==> config.mk <==
export PLATFORM = sky130hd
export DESIGN_NAME = mul_div_unit_flat
export DESIGN_NICKNAME = d
export VERILOG_FILES = /design/src/rtl/mul_div_unit_if.sv /design/src/rtl/mul_div_unit.sv /design/src/flat_wrapper.sv
export SDC_FILE = /design/constraint.sdc
export NUM_CORES = 1
export LEC_CHECK = 0
export ABC_AREA = 1
export CORE_ASPECT_RATIO = 2
export CORE_UTILIZATION = 55
export DETAILED_ROUTE_END_ITERATION = 10
export PLACE_DENSITY = 0.77
export SLEW_MARGIN = 20
export SYNTH_ARGS = -nofsm -noshare
export SYNTH_HDL_FRONTEND = slang
export SYNTH_SLANG_ARGS = --single-unit
==> constraint.sdc <==
create_clock -name clk -period 3.4 [get_ports clk]
set_input_delay 1.02 -clock clk [delete_from_list [all_inputs] [get_ports clk]]
set_output_delay 1.02 -clock clk [all_outputs]
set_load 0.01 [all_outputs]
==> src/rtl/mul_div_unit_if.sv <==
// mul_div_unit_if: EX-stage request/result bundle for the HI/LO unit.
// master = pipeline side, slave = multiply/divide unit.
interface mul_div_unit_if #(
  parameter int WIDTH = 32
) ();
  logic             start;
  logic [2:0]       op;
  logic [WIDTH-1:0] in1;
  logic [WIDTH-1:0] in2;
  logic             busy;
  logic             done;
  logic [WIDTH-1:0] hi;
  logic [WIDTH-1:0] lo;

  modport master (
    output start, op, in1, in2,
    input  busy, done, hi, lo
  );

  modport slave (
    input  start, op, in1, in2,
    output busy, done, hi, lo
  );
endinterface

==> src/rtl/mul_div_unit.sv <==
// mul_div_unit: iterative shift-add multiply / restoring divide with HI/LO.
// Option MDU_FAST_MULT_EN: MULT/MULTU via a combinational multiplier.
module mul_div_unit #(
  parameter int WIDTH = 32,
  parameter int CNT_W = 6
) (
  input logic           clk,
  input logic           reset,
  mul_div_unit_if.slave bus
);
  typedef enum logic [1:0] {
    IDLE,
    CALC,
    FIX
  } state_t;

  localparam logic [2:0] OP_MTHI = 3'b100;
  localparam logic [2:0] OP_MTLO = 3'b101;
  localparam logic [CNT_W-1:0] LAST = CNT_W'(WIDTH);

`ifdef MDU_FAST_MULT_EN
  localparam bit FAST = 1'b1;
`else
  localparam bit FAST = 1'b0;
`endif

  state_t state_q, state_d;

  logic [CNT_W-1:0] cnt_q;
  logic [WIDTH-1:0] acc_hi_q;
  logic [WIDTH-1:0] acc_lo_q;
  logic [WIDTH-1:0] m_q;
  logic [WIDTH-1:0] dvd_q;
  logic             is_div_q;
  logic             neg_q;
  logic             rneg_q;
  logic             dz_q;
  logic [WIDTH-1:0] hi_q;
  logic [WIDTH-1:0] lo_q;
  logic             done_q;

  logic             is_mul;
  logic             is_dv;
  logic             iter_op;
  logic             sgn;
  logic             a_neg;
  logic             b_neg;
  logic [WIDTH-1:0] a_mag;
  logic [WIDTH-1:0] b_mag;

  logic [WIDTH:0]     sum;
  logic [WIDTH:0]     sh;
  logic [WIDTH:0]     trial;
  logic [2*WIDTH-1:0] prod;
  logic [2*WIDTH-1:0] prod_fix;
  logic [WIDTH-1:0]   q_fix;
  logic [WIDTH-1:0]   r_fix;

  assign is_mul  = bus.op[2:1] == 2'b00;
  assign is_dv   = bus.op[2:1] == 2'b01;
  assign iter_op = is_dv | (is_mul & ~FAST);
  assign sgn     = ~bus.op[0];
  assign a_neg   = sgn & bus.in1[WIDTH-1];
  assign b_neg   = sgn & bus.in2[WIDTH-1];
  assign a_mag   = a_neg ? -bus.in1 : bus.in1;
  assign b_mag   = b_neg ? -bus.in2 : bus.in2;

  // one shift-add step: {carry, hi} + multiplicand, then shift right
  assign sum = {1'b0, acc_hi_q} +
               (acc_lo_q[0] ? {1'b0, m_q} : '0);
  // one restoring step: bring in next dividend bit, trial subtract
  assign sh    = {acc_hi_q, acc_lo_q[WIDTH-1]};
  assign trial = sh - {1'b0, m_q};

  assign prod     = {acc_hi_q, acc_lo_q};
  assign prod_fix = neg_q ? -prod : prod;
  assign q_fix    = neg_q ? -acc_lo_q : acc_lo_q;
  assign r_fix    = rneg_q ? -acc_hi_q : acc_hi_q;

`ifdef MDU_FAST_MULT_EN
  logic               fast_q;
  logic [2*WIDTH-1:0] fprod_q;
  logic [2*WIDTH-1:0] fmag;
  assign fmag = {{WIDTH{1'b0}}, a_mag} *
                {{WIDTH{1'b0}}, b_mag};
`endif

  always_comb begin
    state_d = state_q;
    unique case (state_q)
      IDLE: if (bus.start && iter_op) state_d = CALC;
      CALC: if (cnt_q == LAST) state_d = FIX;
      FIX:  state_d = IDLE;
      default: state_d = IDLE;
    endcase
  end

  always_ff @(posedge clk) begin
    if (!reset) begin
      state_q  <= IDLE;
      cnt_q    <= '0;
      acc_hi_q <= '0;
      acc_lo_q <= '0;
      m_q      <= '0;
      dvd_q    <= '0;
      is_div_q <= 1'b0;
      neg_q    <= 1'b0;
      rneg_q   <= 1'b0;
      dz_q     <= 1'b0;
      hi_q     <= '0;
      lo_q     <= '0;
      done_q   <= 1'b0;
`ifdef MDU_FAST_MULT_EN
      fast_q   <= 1'b0;
      fprod_q  <= '0;
`endif
    end else begin
      state_q <= state_d;
      done_q  <= 1'b0;
`ifdef MDU_FAST_MULT_EN
      fast_q  <= 1'b0;
      if (fast_q) begin
        hi_q   <= fprod_q[2*WIDTH-1:WIDTH];
        lo_q   <= fprod_q[WIDTH-1:0];
        done_q <= 1'b1;
      end
`endif
      unique case (state_q)
        IDLE: begin
          if (bus.start && iter_op) begin
            cnt_q    <= '0;
            is_div_q <= is_dv;
            neg_q    <= a_neg ^ b_neg;
            rneg_q   <= a_neg;
            dz_q     <= bus.in2 == '0;
            dvd_q    <= bus.in1;
            acc_hi_q <= '0;
            acc_lo_q <= is_dv ? a_mag : b_mag;
            m_q      <= is_dv ? b_mag : a_mag;
          end
`ifdef MDU_FAST_MULT_EN
          if (bus.start && is_mul) begin
            fast_q  <= 1'b1;
            fprod_q <= (a_neg ^ b_neg) ? -fmag : fmag;
          end
`endif
          // a later MTHI/MTLO overrides a same-edge fast writeback
          if (bus.start && bus.op == OP_MTHI) hi_q <= bus.in1;
          if (bus.start && bus.op == OP_MTLO) lo_q <= bus.in1;
        end
        CALC: begin
          if (cnt_q != LAST) begin
            cnt_q <= cnt_q + 1'b1;
            if (is_div_q) begin
              acc_hi_q <= trial[WIDTH] ? sh[WIDTH-1:0] : trial[WIDTH-1:0];
              acc_lo_q <= {acc_lo_q[WIDTH-2:0], ~trial[WIDTH]};
            end else begin
              acc_hi_q <= sum[WIDTH:1];
              acc_lo_q <= {sum[0], acc_lo_q[WIDTH-1:1]};
            end
          end
        end
        FIX: begin
          done_q <= 1'b1;
          if (!is_div_q) begin
            hi_q <= prod_fix[2*WIDTH-1:WIDTH];
            lo_q <= prod_fix[WIDTH-1:0];
          end else if (dz_q) begin
            hi_q <= dvd_q;
            lo_q <= '1;
          end else begin
            hi_q <= r_fix;
            lo_q <= q_fix;
          end
        end
        default: ;
      endcase
    end
  end

  assign bus.busy = state_q != IDLE;
  assign bus.done = done_q;
  assign bus.hi   = hi_q;
  assign bus.lo   = lo_q;
endmodule

==> src/flat_wrapper.sv <==
// flat-port wrapper written by rule: the top's interface ports become plain ports
module mul_div_unit_flat 
#(
  parameter int WIDTH = 32,
  parameter int CNT_W = 6
)
  (clk, reset, bus_start, bus_op, bus_in1, bus_in2, bus_busy, bus_done, bus_hi, bus_lo);
  mul_div_unit_if #(.WIDTH(WIDTH)) bus_i ();
  input logic clk;
  input logic reset;
  input wire logic [$bits(bus_i.start)-1:0] bus_start;
  input wire logic [$bits(bus_i.op)-1:0] bus_op;
  input wire logic [$bits(bus_i.in1)-1:0] bus_in1;
  input wire logic [$bits(bus_i.in2)-1:0] bus_in2;
  output wire logic [$bits(bus_i.busy)-1:0] bus_busy;
  output wire logic [$bits(bus_i.done)-1:0] bus_done;
  output wire logic [$bits(bus_i.hi)-1:0] bus_hi;
  output wire logic [$bits(bus_i.lo)-1:0] bus_lo;
  assign bus_i.start = bus_start;
  assign bus_i.op = bus_op;
  assign bus_i.in1 = bus_in1;
  assign bus_i.in2 = bus_in2;
  assign bus_busy = bus_i.busy;
  assign bus_done = bus_i.done;
  assign bus_hi = bus_i.hi;
  assign bus_lo = bus_i.lo;
  mul_div_unit #(.WIDTH(WIDTH), .CNT_W(CNT_W)) u_core (.clk(clk), .reset(reset), .bus(bus_i));
endmodule
==> results.txt, run 1 <==
Sequential elements use 21.1% of the synthesized area. Measured along the x axis, the die boundary spans 135 microns. The total of hold buffers inserted after clock tree synthesis came out at 0. The share of flip-flops with an asynchronous set or reset after synthesis came out at 0%. The maximum buffer depth of the clock tree is 3. Before CTS, the worst setup slack after placement is 0.0248 ns. The synthesized design spends more area on one cell type than any other, namely dfxtp_1.

The die is 268 microns tall. Global routing consumed, over all layers together, 66.5% of the routing resources. The flow halted during global routing. The number of distinct library cells after synthesis is 51. After clock tree synthesis, the repair step resized 0 gates. The top cell type's share of synthesized area came out at 21.1%. Once detailed placement completed, the half-perimeter wirelength came to 80.2 mm. The residual overflow from global routing came out at 100. In the synthesized netlist the dominant register cell turns out to be dfxtp_1. The number of ports placed on the die boundary came out at 136. The congestion estimate from routability-driven global placement came to 1.18.

The deepest level of the CTS H-tree came out at 1. When the netlist entered floorplanning its net count stood at 3583. The flow did not finish. The synthesis warning total came out at 0. The mapped netlist covers 0.0195 sq mm. Post-CTS timing repair inserted 0 buffers for setup.

The count of buffers added on input and output ports is 135. The cell count after synthesis came out at 3441. The root buffer cell chosen for the clock tree is clkbuf_16. The average instance area after synthesis is 5.66 sq um. The initial utilization of the core area, before any placement, comes to 55.7%. The clock drives 205 sinks. The number of register bits inferred by synthesis came out at 205. Entering global routing, the biggest net connects 114 pins. The number of global-route vias before repair is 26800. The first-pass GRT wire length is 178 mm. Row generation in the floorplan step produced 97 rows. By area the synthesized netlist is led by dfxtp_1, nand2_1, inv_1. Buffers inserted during clock tree synthesis total 22.

The tool reported: "[ERROR GRT-0116] Global routing finished with congestion. Check the congestion regions in the DRC Viewer". In this run, synthesis inferred 0 flip-flops with an integrated enable.
kinds of logic after synthesis:
group,share of synthesized area [%]
adders and majority gates,4.70
AOI/OAI and AO/OA,20.4
and+or+nand+nor,37.9
buffers and inverters,12.0
DFF,21.1
xor gates and xnor gates,3.82
Yosys cell counts, types with 10 or more instances:
cell / number
a21oi_1: 265
a31oi_1: 29
buf_1: 12
buf_2: 25
clkbuf_1: 109
dfxtp_1: 205
ha_1: 70
inv_1: 438
inv_2: 11
nand2_1: 967
nand2_2: 15
nand3_1: 295
nand3b_1: 10
nand4_1: 41
nor2_1: 333
nor2_2: 13
nor3_1: 41
nor4_1: 10
o211ai_1: 45
o21ai_0: 281
o21ai_1: 20
o221ai_1: 10
o31ai_1: 22
xor2_1: 76
metrics by stage:
step	util, %	instances	instance area (sq um)	hold slack, ns
after floorplan	-	3441	19500	0.430
after global placement	62.8	4022	22000	0.445
after detailed placement	62.8	4022	22000	0.458
after CTS	64.9	4061	22700	0.468
metal layers:
metal | GRT overflow | GRT usage, %
met5 | 0 | 4.17
met4 | 52 | 75.3
met3 | 0 | 37.6
met2 | 48 | 91.5
met1 | 0 | 65.2
==> run 2, diff against run 1 <==
CORE_ASPECT_RATIO = default   (was 2)
CORE_UTILIZATION = 40   (was 55)
PLACE_DENSITY = default   (was 0.77)
PLACE_DENSITY_LB_ADDON = 0.15   (was default)
==> run 2 against run 1 <==
The flow now finishes without violations; synthesized cell count unchanged; synthesized area unchanged.
==> results.txt, run 2 <==
The flow ran to the end, and the final reports show no timing, DRC or antenna violations. Registers take 0.00411 sq mm. Of all cell types, the one taking the most synthesized area is dfxtp_1. The path with the worst hold slack has its endpoint at u_core.dvd_q[0]. The cell depth of the worst hold path is 2. The slowest cell on the critical path is dfxtp_2. The count of endpoints failing hold in the final timing report was 0. The final sum of negative setup slack is 0 ns. The floorplan die area came out at 0.0496 sq mm.

The count of TritonRoute iterations in the first routing pass is 6. The number of port buffers is 135 (unchanged). The worst vdd rail ir drop is 0.361 mV. The number of ports placed on the die boundary is 136 (unchanged).

The count of inserted antenna diode cells came out at 0. The overall fraction of global-route tracks in use is 38.6%. The total number of placement rows is 80 (-18%). Data on the critical path is required at its endpoint by 3.83 ns. The minimum period implied by the final worst setup slack came out at 3.11 ns. The overall die width is 223 microns (+65%). The top cell type's share of synthesized area was 21.1% (unchanged). In this run the most critical hold path is launched from u_core.dvd_q[0].

The share of final-layout standard cells stronger than drive strength 1 came out at 7.67%. The cell count after synthesis came to 3441 (unchanged). The actual transition at the worst max-transition pin is 0.904 ns. The number of buffers inserted to repair setup after CTS is 0 (unchanged). The core outline area came out at 0.0478 sq mm. In the post-synthesis netlist, the cell with the most instances is nand2_1. The number of max-slew violations in the final report came out at 0. The number of nets in the synthesized netlist is 3583 (unchanged).

The average via count per standard cell is 5.78. The multi-input combinational cells in the finished layout cover a total of 0.0130 sq mm. The final estimated routing congestion in global placement is 1.01 (-15%). The share of the cycle needed by the critical path after routing is 91.6%.

The final-layout worst hold slack is 0.461 ns. The data arrival time of the worst path is 3.54 ns. The max-cap check violation count came out at 0. The first global-routing pass estimated 144 mm of wire. The number of enable flip-flop cells after synthesis came out at 0 (unchanged). The number of buffer and inverter instances along the worst setup path came out at 3. The via total after detailed routing came out at 24500. Ranked by instance count, the synthesized netlist is headed by nand2_1, inv_1, nor2_1.

The total clock buffers created by CTS came out at 27 (+23%). Of all nets on the critical path, the largest fanout is 9. The residual overflow from global routing is 0. The setup path with the least slack is of type reg2reg. The number of nets still failing antenna checks after routing is 0. The maximum buffer depth of the clock tree is 3 (unchanged).

The worst reg-to-reg setup slack is 0.29 ns. The final wirelength is 98.0 mm. The layout net count is 3749. The clock input transition at the sequential cells of the worst setup and hold paths came out at 0.06 ns. The library cell used as clock root buffer is clkbuf_16. In this run, the number of DRC markers left after iteration 0 of detailed routing was 2978. The endpoint of the most critical register-to-register path is u_core.acc_hi_q[28]. The routed wirelength normalized by instance count came out at 23.1 microns. The average instance area after synthesis came to 5.66 sq um (unchanged).

The class of the most critical hold timing path is reg2reg. The maximum number of pins on one net before global-route repair came out at 71. Setup repair after global routing left no endpoint under its margin. The detailed-placement wirelength estimate is 79.3 mm (-1.1%). The total of hold buffers inserted after clock tree synthesis is 0 (unchanged). The number of register bits inferred by synthesis came out at 205 (unchanged). The final clock skew came out at 0.0175 ns. In the layout the commonest cells are nand2_1, inv_1, nor2_1. The cell family with the largest share of critical-path delay is compound AO/OA/AOI/OAI gates.

The initial standard-cell utilization of the core came to 40.7% (-15 points). The deepest level of the CTS H-tree came to 1 (unchanged). The sequential cell area fraction in the yosys report came to 21.1% (unchanged). The residual DRC count came out at 0. Leaving out fill and tap cells, the most frequent cell in the layout is nand2_1. The ratio of total power to cell area came out at 371 mW/mm^2.

The number of antenna violations at the first check in global routing is 1. The kind of end point of the critical path is a flip-flop. The main flop type after synthesis is dfxtp_1. The combined area of all synthesized cells is 0.0195 sq mm (unchanged). STA classifies the critical path startpoint as a flip-flop. The stage delay of the slowest cell on the critical path came out at 0.54 ns. The number of distinct library cells after synthesis came to 51 (unchanged). Measured in cells, the most critical reg-to-reg path has a length of 14. By area the synthesized netlist is led by dfxtp_1, nand2_1, inv_1. The maximum achievable frequency came out at 321 MHz. Walking the worst path, the cells encountered are buf_4 > nand2_1 > inv_1 > ha_1 > a21oi_1 > inv_1 > a21oi_1 > o21ai_0 > nand2_1 > nand2_1 > nand2_1 > nand3_1 > nand3_1 > a21oi_1.

The relative slew slack is 39.7%. The synthesis warning total is 0 (unchanged). The cell that appears most often on the critical path is nand2_1. The vertical die dimension was 223 microns (-17%). The area growth from synthesis to final layout came out at 18.6%. The leakage power of the design came out at 11.1 nW. The number of global-route vias before repair came to 22500.

The share of flip-flops with an asynchronous set or reset after synthesis is 0% (unchanged). The number of clock sinks was 205 (unchanged). The critical path runs through a total of 14 cells. TritonCTS built the clock tree. The fill cell instance count of the final layout is 5141. In this run the critical register-to-register path is launched from u_core.acc_lo_q[0]. The source-to-sink clock delay at the later pin of the worst-skew pair is 0.57 ns. Setup violations remaining at the end of the flow were counted as 0.
==> run 2: cell counts after synthesis <==
No cell type changed its count.
==> run 2: worst max-delay path by stage <==
stage | to | start | slack, ns
after floorplan | u_core.m_q[20] | bus_in1[1] | 0.90
after global placement | u_core.m_q[20] | bus_in1[1] | 0.07
after detailed placement | u_core.m_q[20] | bus_in1[1] | 0.09
after CTS | u_core.acc_hi_q[28] | u_core.acc_lo_q[0] | 0.19
after global routing | u_core.acc_hi_q[28] | u_core.acc_lo_q[0] | 0.17
final | u_core.acc_hi_q[28] | u_core.acc_lo_q[0] | 0.29
==> run 2: kinds of logic after synthesis <==
kind of cell	share of synthesized area, %
AOI/OAI and AO/OA	20.4
DFF	21.1
xor gates and xnor gates	3.82
and+or+nand+nor	37.9
adders and majority gates	4.70
buffers and inverters	12.0
==> run 2: worst min-delay path, cell delays in order (launching register included) <==
cell and delay, ns:
dfxtp_1 0.29, inv_1 0.06, a21oi_1 0.06
==> run 2: report_power, final <==
| group | total, mW | internal, mW | switching (mW) |
|---|---|---|---|
| logic | 2.98 | 0.915 | 2.07 |
| clock network | 2.92 | 1.70 | 1.23 |
| registers | 2.67 | 2.52 | 0.147 |
| total | 8.57 | 5.13 | 3.44 |
==> run 2: cell type report <==
cell class	instances	share of cell area, %
tap	615	3.33
clock inverter	13	0.580
multi-input combinational	2631	56.5
clock buffer	35	3.23
timing repair buffer	290	11.3
inverter	452	7.35
sequential	205	17.8
==> run 2: per-stage QoR <==
stage	utilization [%]	worst slack, ns	power (mW)	instances	area (sq um)
after floorplan	-	0.896	4.41	3441	19500
after global placement	46.4	0.0679	5.59	4193	22200
after detailed placement	46.4	0.0854	5.59	4193	22200
after CTS	48.3	0.188	8.49	4241	23100
after global routing	48.3	0.171	8.91	4241	23100
final	48.3	0.285	8.57	4241	23100
==> run 2: timing repair <==
item	CTS	global route
hold endpoints to repair	0	0
resized for setup	0	1
setup endpoints to repair	0	5
==> run 2: layer usage <==
metal  GRT usage (%)  wire (microns)
met5               0               0
met2            58.8           41900
met1            52.7           41900
met3            6.48            8970
met4            18.0            5250
Note: power is estimated with default switching activity, not from simulation.
==> run 3, diff against run 2 <==
SKIP_CTS_REPAIR_TIMING = 1   (was default)
==> results of run 3 <==
The final DEF is identical to that of run 2; final timing and power are the same.
